File: config.mk
export PLATFORM = sky130hd
export DESIGN_NAME = spi_transfer
export DESIGN_NICKNAME = d
export VERILOG_FILES = /design/src/rtl/spi_transfer.sv
export SDC_FILE = /design/constraint.sdc
export NUM_CORES = 1
export LEC_CHECK = 0
export ABC_AREA = 1
export CAP_MARGIN = 30
export CELL_PAD_IN_SITES_DETAIL_PLACEMENT = 0
export CELL_PAD_IN_SITES_GLOBAL_PLACEMENT = 2
export CORE_UTILIZATION = 30
export DETAILED_ROUTE_END_ITERATION = 10
export HOLD_SLACK_MARGIN = 0.02
export PLACE_DENSITY_LB_ADDON = 0.1
export RECOVER_POWER = 50
export SLEW_MARGIN = 40
export SYNTH_ARGS = -nofsm -noshare
export SYNTH_HDL_FRONTEND = slang
export SYNTH_SLANG_ARGS = --single-unit
export TNS_END_PERCENT = 5
File: constraint.sdc
create_clock -name clk_in -period 4.5 [get_ports clk_in]
set_input_delay 0.9 -clock clk_in [delete_from_list [all_inputs] [get_ports clk_in]]
set_output_delay 0.9 -clock clk_in [all_outputs]
set_load 0.005 [all_outputs]
File: src/rtl/spi_transfer.sv
// Full-duplex mode-3 SPI master: loads a parallel word, shifts it out MSB-first
// while capturing MISO, then presents the received word with a one-cycle done pulse.
module spi_transfer #(
  parameter int SIZE     = 40,
  parameter int CLK_DIV  = 4,
  parameter int CS_SETUP = 2,
  parameter int CS_HOLD  = 2
) (
  input  logic            clk_in,
  input  logic            rst_in,
  input  logic            start_in,
  input  logic [SIZE-1:0] data_in,
  output logic [SIZE-1:0] data_out,
  output logic            busy_out,
  output logic            done_out,
  output logic            sclk_out,
  output logic            cs_n_out,
  output logic            mosi_out,
  input  logic            miso_in
);

  localparam int CNT_MAX = (CS_SETUP > CLK_DIV) ?
                           ((CS_SETUP > CS_HOLD) ? CS_SETUP : CS_HOLD) :
                           ((CLK_DIV > CS_HOLD) ? CLK_DIV : CS_HOLD);
  localparam int CNT_W = $clog2(CNT_MAX) + 1;
  localparam int BIT_W = $clog2(SIZE) + 1;

  typedef enum logic [2:0] {
    IDLE  = 3'd0,
    SETUP = 3'd1,
    SHIFT = 3'd2,
    HOLD  = 3'd3,
    DONE  = 3'd4
  } state_t;

  state_t            state;
  state_t            state_nxt;
  logic [CNT_W-1:0]  cnt;
  logic [BIT_W-1:0]  bit_cnt;
  logic [SIZE-2:0]   tx_sr;
  logic [SIZE-1:0]   rx_sr;
  logic              phase_end;
  logic              last_bit;

  // Request handshake: start_in acts as valid, !busy_out as ready; a request is
  // accepted on the clk_in edge where both are high and the word is captured then.
  assign last_bit = (bit_cnt == BIT_W'(SIZE - 1));

  always_comb begin
    phase_end = 1'b0;
    state_nxt = state;
    unique case (state)
      IDLE: begin
        if (start_in) state_nxt = SETUP;
      end
      SETUP: begin
        phase_end = (cnt == CNT_W'(CS_SETUP - 1));
        if (phase_end) state_nxt = SHIFT;
      end
      SHIFT: begin
        phase_end = (cnt == CNT_W'(CLK_DIV - 1));
        if (phase_end && sclk_out && last_bit) state_nxt = HOLD;
      end
      HOLD: begin
        phase_end = (cnt == CNT_W'(CS_HOLD - 1));
        if (phase_end) state_nxt = DONE;
      end
      DONE: begin
        state_nxt = IDLE;
      end
      default: begin
        state_nxt = IDLE;
      end
    endcase
  end

  always_ff @(posedge clk_in or posedge rst_in) begin
    if (rst_in) state <= IDLE;
    else        state <= state_nxt;
  end

  // Control outputs are registered from the next state so they never glitch.
  always_ff @(posedge clk_in or posedge rst_in) begin
    if (rst_in) begin
      cs_n_out <= 1'b1;
      busy_out <= 1'b0;
      done_out <= 1'b0;
      cnt      <= '0;
    end else begin
      cs_n_out <= !(state_nxt inside {SETUP, SHIFT, HOLD});
      busy_out <= (state_nxt != IDLE);
      done_out <= (state_nxt == DONE);
      if ((state_nxt != state) || phase_end) cnt <= '0;
      else if (state inside {SETUP, SHIFT, HOLD}) cnt <= cnt + 1'b1;
    end
  end

  always_ff @(posedge clk_in or posedge rst_in) begin
    if (rst_in) begin
      sclk_out <= 1'b1;
      mosi_out <= 1'b0;
      data_out <= '0;
      bit_cnt  <= '0;
      tx_sr    <= '0;
      rx_sr    <= '0;
    end else begin
      unique case (state)
        IDLE: begin
          if (start_in) begin
            tx_sr    <= data_in[SIZE-2:0];
            mosi_out <= data_in[SIZE-1];
            bit_cnt  <= '0;
          end
        end
        SETUP: begin
          if (phase_end) sclk_out <= 1'b0;
        end
        SHIFT: begin
          if (phase_end) begin
            if (!sclk_out) begin
              sclk_out <= 1'b1;
              rx_sr    <= {rx_sr[SIZE-2:0], miso_in};
            end else begin
              bit_cnt <= bit_cnt + 1'b1;
              // The final high phase leaves SCLK high for the hold window.
              if (!last_bit) begin
                sclk_out <= 1'b0;
                mosi_out <= tx_sr[SIZE-2];
                tx_sr    <= tx_sr << 1;
              end
            end
          end
        end
        HOLD: begin
          if (phase_end) data_out <= rx_sr;
        end
        default: begin
        end
      endcase
    end
  end

endmodule

==> qor.txt, run 1 <==
CTS resizes -> 0
Peak Freq -> 327 MHz
Status -> completed
Synth Register Bits -> 137
CORE AREA -> 0.0188 mm2
Clock Sink Count -> 137
Final Util -> 0.394
TritonCTS clock tree -> yes
Fillers -> 1881
RSZ-0062 raised after global routing -> false
Register area share after synthesis -> 0.590
Max_cap viols -> 0
Chip Height -> 141 um
GRT Total Usage -> 0.136
Synthesized area -> 0.00582 mm2
DRC errors left -> 0
Hold depth -> 2
Worst path required time -> 5.06 ns
Critical path class -> in -> async
Leakage -> 3.43 nW
Die X -> 141 um
Worst Hold Margin -> 0.480 ns
Area after DPL -> 0.00690 mm2
Endpoints failing setup -> 0
Clock latency on the worst-skew pair -> 0.41 ns
Drt first pass iters -> 4
Placement Setup Slack -> 1.97 ns
RR Startpoint -> cnt[0]$_DFFE_PP0P_
Num CTS Buffers -> 17
Initial Utilization -> 0.309
Setup TNS -> 0 ns
Worst slew pin tran -> 1.45 ns
Top cells by count, synth -> 146 x nand2_1, 135 x dfrtp_1, 115 x o21ai_0
Root Driver -> clkbuf_16
Setup ws final -> 1.44 ns
Reg-to-Reg End -> data_out[24]$_DFFE_PP0P_
Relative slew margins -> 0.0327
Worst vdd ir -> 0.246 mV
Post-CTS setup buffers -> 0
Via/cell ratio -> 4.30
Layout cells sized above 1 -> 0.0769
WL/cell -> 13.0 um
Power Total -> 3.76 mW
Port Buffers -> 88
Unique masters post-synth -> 31
Top cells by area, synth -> dfrtp_1 58%, o21ai_0 9.9%, nand2_1 9.4%
Routed WL -> 12400 um
H-tree depth -> 4
Startpoint types -> primary input
Minimum clock period -> 3.06 ns
Nets -> 724
Vias in the first global route -> 4248
Crit path DAT -> 3.62 ns
Cell Count, Final, Fillers Out -> 949
Net Count, Synth -> 641
Crit path launch -> rst_in
Dominant cell by count in the synthesized netlist -> nand2_1
Maximum buffer depth of the clock tree -> 2
DR vias -> 4081
Antenna cell count -> 0
Syn_area_per_cell -> 9.81 um2
Dpl hpwl -> 7610 um
Initial antenna violation count -> 0
Clock skew -> 0.0105 ns
Share of the synthesized area in the top cell type -> 0.581
Area grow syn2layout -> 27.5%
Worst Path Max Fanout -> 27
Tcrit/Tclk final -> 0.679
Yosys warning total -> 0
Die Area -> 0.0199 mm2
Syn Inst Count -> 593
Worst-path clk slew -> 0.06 ns
Commonest register cell after synthesis -> dfrtp_1
Register Area -> 0.00343 mm2
HP Start -> tx_sr[36]$_DFFE_PP0P_
Final Hold Vio Count -> 0
# IOs -> 89
DR iter-0 viols -> 235
Hold endpoint -> tx_sr[36]$_DFFE_PP0P_
Row cnt -> 50
CP Capture Type -> asynchronous set/reset pin
Post-synth ARST share -> 1.00
Gr ovfl total -> 0
Hold Crit Class -> reg -> reg
Final ANT Viol Nets -> 0
Worst Reg-to-Reg Cells -> 6
# placed instances -> 917
Synth area leader -> dfrtp_1
Global placement routability congestion -> 0.720
Max-slew violations -> 0
First-pass GRT wire length -> 21200 um
Pwr/cell area -> 507 mW/mm2
CTS Hold Bufs -> 0
R2r setup slk -> 2.01 ns
Largest net degree at the start of global routing -> 83
Area of the multi-input gates -> 0.00193 mm2
Number of synthesized flops with an enable pin -> 0
Post-Layout Inst Area -> 0.00741 mm2
[cell type report]
type                    count  area share
multi-input cells         362       0.261
clock buffers              18      0.0579
repair buffers             95       0.127
clock inverters            14      0.0150
well taps                 260      0.0439
flip-flops and latches    137       0.463
inverters                  63      0.0327
[cell families (layout without fill, tap and decap cells)]
group	count (synthesis)	count (layout)	synth area share
multiplexers	39	39	0.0671
buffers and inverters	94	190	0.0779
adder cells (fa/ha/maj)	4	4	0.00861
AND/OR/NAND/NOR	180	180	0.126
flip-flops	137	137	0.590
AO/OA/AOI/OAI	134	134	0.123
XOR/XNOR	5	5	0.00753
[registers in the layout, indices dropped and copies added, names as in the netlist]
name / cells
bit_cnt: 7
busy_out: 1
cnt: 3
cs_n_out: 1
data_out: 40
done_out: 1
mosi_out: 1
rx_sr: 40
sclk_out: 1
state: 3
tx_sr: 39
[metal layers]
| layer | routed length, um | up-vias | track usage |
|---|---|---|---|
| li1 | - | 2088 | - |
| met1 | 6170 | 1903 | 0.176 |
| met2 | 5520 | 82 | 0.216 |
| met3 | 573 | 8 | 0.0435 |
| met4 | 114 | 0 | 0.0412 |
| met5 | 0 | - | 0 |
[where the power goes]
part           leakage [nW]  internal [mW]  switching, mW
Combinational          1.33          0.352          0.511
Sequential             1.83           1.47          0.135
Clock                 0.265          0.718          0.574
Total                  3.43           2.54           1.22
[cell usage in the layout (no fill, tap or decap), types with 2 or more instances in the layout]
cell type,n
nand3_1,11
a21oi_1,2
clkinvlp_4,2
nand4_1,5
mux2i_1,39
nand2_1,146
xor2_1,4
inv_4,2
nor2_1,12
clkbuf_16,17
clkinv_2,3
inv_6,7
buf_4,4
o21ai_0,115
inv_1,60
dfstp_2,2
nand2_2,2
ha_1,4
o21ai_1,9
o31ai_2,4
clkdlybuf4s50_1,87
clkbuf_1,2
dfrtp_1,135
[worst max path at each step]
stage                                    end  slack, ns
finish              data_out[20]$_DFFE_PP0P_       1.44
global route           rx_sr[21]$_DFFE_PP0P_       0.93
CTS                     rx_sr[9]$_DFFE_PP0P_       1.97
detailed placement     tx_sr[24]$_DFFE_PP0P_       1.97
global placement       tx_sr[21]$_DFFE_PP0P_       1.68
floorplan             bit_cnt[0]$_DFFE_PP0P_       1.89
[worst max-delay path, stage by stage]
cell and delay (ns):
dlygate4sd3_1 0.54, clkinvlp_2 0.62, clkbuf_1 1.03, buf_4 0.51
Note: power is estimated with default switching activity, not from simulation.
==> inputs of run 2 (changes only) <==
==> constraint.sdc (replaced) <==
create_clock -name clk_in -period 2.6 [get_ports clk_in]
set_input_delay 0.52 -clock clk_in [delete_from_list [all_inputs] [get_ports clk_in]]
set_output_delay 0.52 -clock clk_in [all_outputs]
set_load 0.005 [all_outputs]
==> qor.txt, run 2 (synthesis gave the netlist of run 1 again) <==
Pint -> 4.50 mW
CTS resizes -> 0
Peak Freq -> 484 MHz
Clock latency on the worst-skew pair -> 0.41 ns
Switching share of power -> 0.312
Placement Setup Slack -> 0.495 ns
Largest net degree at the start of global routing -> 84
Top flop regs -> data_out: 40 flops, rx_sr: 40 flops, tx_sr: 39 flops
Post-Layout Inst Area -> 0.00743 mm2
# placed instances -> 916
Worst-path clk slew -> 0.06 ns
WL/cell -> 12.7 um
Status -> completed
Worst slew pin tran -> 1.38 ns
Gr ovfl total -> 0
Worst Hold Margin -> 0.480 ns
Fillers -> 1881
Die Area -> 0.0199 mm2
Minimum clock period -> 2.07 ns
Crit path DAT -> 2.33 ns
Crit path launch -> cnt[0]$_DFFE_PP0P_
Nets -> 723
Worst Setup EP -> tx_sr[16]$_DFFE_PP0P_
Final Hold Vio Count -> 0
Row cnt -> 50
Hold Crit Class -> reg -> reg
Initial antenna violation count -> 0
TritonCTS clock tree -> yes
Pwr/cell area -> 881 mW/mm2
DR vias -> 4105
Cell Count, Final, Fillers Out -> 948
Relative slew margins -> 0.0770
Antenna cell count -> 0
RR Startpoint -> cnt[0]$_DFFE_PP0P_
NetSw -> 2.04 mW
CP Capture Type -> flop
RSZ-0062 raised after global routing -> false
Clock Power Share -> 0.349
Root Driver -> clkbuf_16
DR iter-0 viols -> 281
CTS Hold Bufs -> 0
Most frequent cells in the layout -> 146 x nand2_1, 135 x dfrtp_1, 115 x o21ai_0
H-tree depth -> 4
Max-slew violations -> 0
Clock skew -> 0.00688 ns
Maximum buffer depth of the clock tree -> 2
Final ANT Viol Nets -> 0
Endpoints failing setup -> 0
Critical path class -> reg -> reg
# IOs -> 89
Leakage -> 3.43 nW
First-pass GRT wire length -> 20500 um
Worst Reg-to-Reg Cells -> 7
DRC errors left -> 0
R2r setup slk -> 0.53 ns
Worst Path Max Fanout -> 79
Dpl hpwl -> 7500 um
Post-CTS setup buffers -> 0
Clock Sink Count -> 137
Worst path required time -> 2.86 ns
Num CTS Buffers -> 17
CORE AREA -> 0.0188 mm2
Tcrit/Tclk final -> 0.795
Setup ws final -> 0.533 ns
Global placement routability congestion -> 0.728
Die X -> 141 um
Area grow syn2layout -> 27.7%
Commonest non-fill, non-tap cell in the layout -> nand2_1
Chip Height -> 141 um
Area after DPL -> 0.00691 mm2
Initial Utilization -> 0.309
Worst vdd ir -> 0.421 mV
Via/cell ratio -> 4.33
Port Buffers -> 88
Logic pwr share -> 0.227
Power Total -> 6.54 mW
Setup TNS -> 0 ns
Reg power frac -> 0.425
Layout cells sized above 1 -> 0.0785
Max_cap viols -> 0
Final Util -> 0.394
Drt first pass iters -> 4
Reg-to-Reg End -> tx_sr[16]$_DFFE_PP0P_
Startpoint types -> flop
Vias in the first global route -> 4165
Routed WL -> 12100 um
GRT Total Usage -> 0.131
run 2: changes by cell type in the layout (fill, tap and decap cells not counted), sizes merged:
cell	change
clkbuf	+1
inv	-5
buf	-2
bufinv	+1
clkinvlp	+2
clkinv	+2
run 2: worst max-delay path, stage by stage (launching register included):
cell and delay (ns):
dfrtp_1 0.41, ha_1 0.22, ha_1 0.21, inv_1 0.08, nand4_1 0.16, nand2_2 0.11
buf_4 0.51, o21ai_0 0.17
run 2: final cells by class:
type | instances | area (um2) | share of cell area
Tap cell | 260 | 325 | 0.0438
Clock buffer | 18 | 439 | 0.0591
Timing Repair Buffer | 94 | 936 | 0.126
Sequential cell | 137 | 3430 | 0.462
Clock inverter | 14 | 124 | 0.0167
Multi-Input combinational cell | 362 | 1930 | 0.260
Inverter | 63 | 243 | 0.0327
run 2: power groups by stage:
stage	combinational [mW]	clock [mW]	sequential, mW
3_3_place_gp	1.50	0	2.81
6_report	1.48	2.28	2.78
4_1_cts	1.54	2.37	2.78
2_1_floorplan	1.21	0	2.76
3_5_place_dp	1.53	0	2.82
5_1_grt	1.73	2.47	2.84
run 2: routing by layer:
layer,routed length [um],track usage,up-vias
met1,5880,0.172,1929
met2,5520,0.203,76
met3,497,0.0350,12
li1,-,-,2088
met4,169,0.0532,0
met5,0,0,-
run 2: worst min path at each step:
stage	start	end	depth (start not counted)
floorplan	tx_sr[0]$_DFFE_PP0P_	tx_sr[0]$_DFFE_PP0P_	2
global placement	tx_sr[0]$_DFFE_PP0P_	tx_sr[0]$_DFFE_PP0P_	2
detailed placement	tx_sr[37]$_DFFE_PP0P_	tx_sr[37]$_DFFE_PP0P_	2
CTS	tx_sr[8]$_DFFE_PP0P_	tx_sr[8]$_DFFE_PP0P_	2
global route	tx_sr[17]$_DFFE_PP0P_	tx_sr[17]$_DFFE_PP0P_	2
finish	tx_sr[17]$_DFFE_PP0P_	tx_sr[17]$_DFFE_PP0P_	2
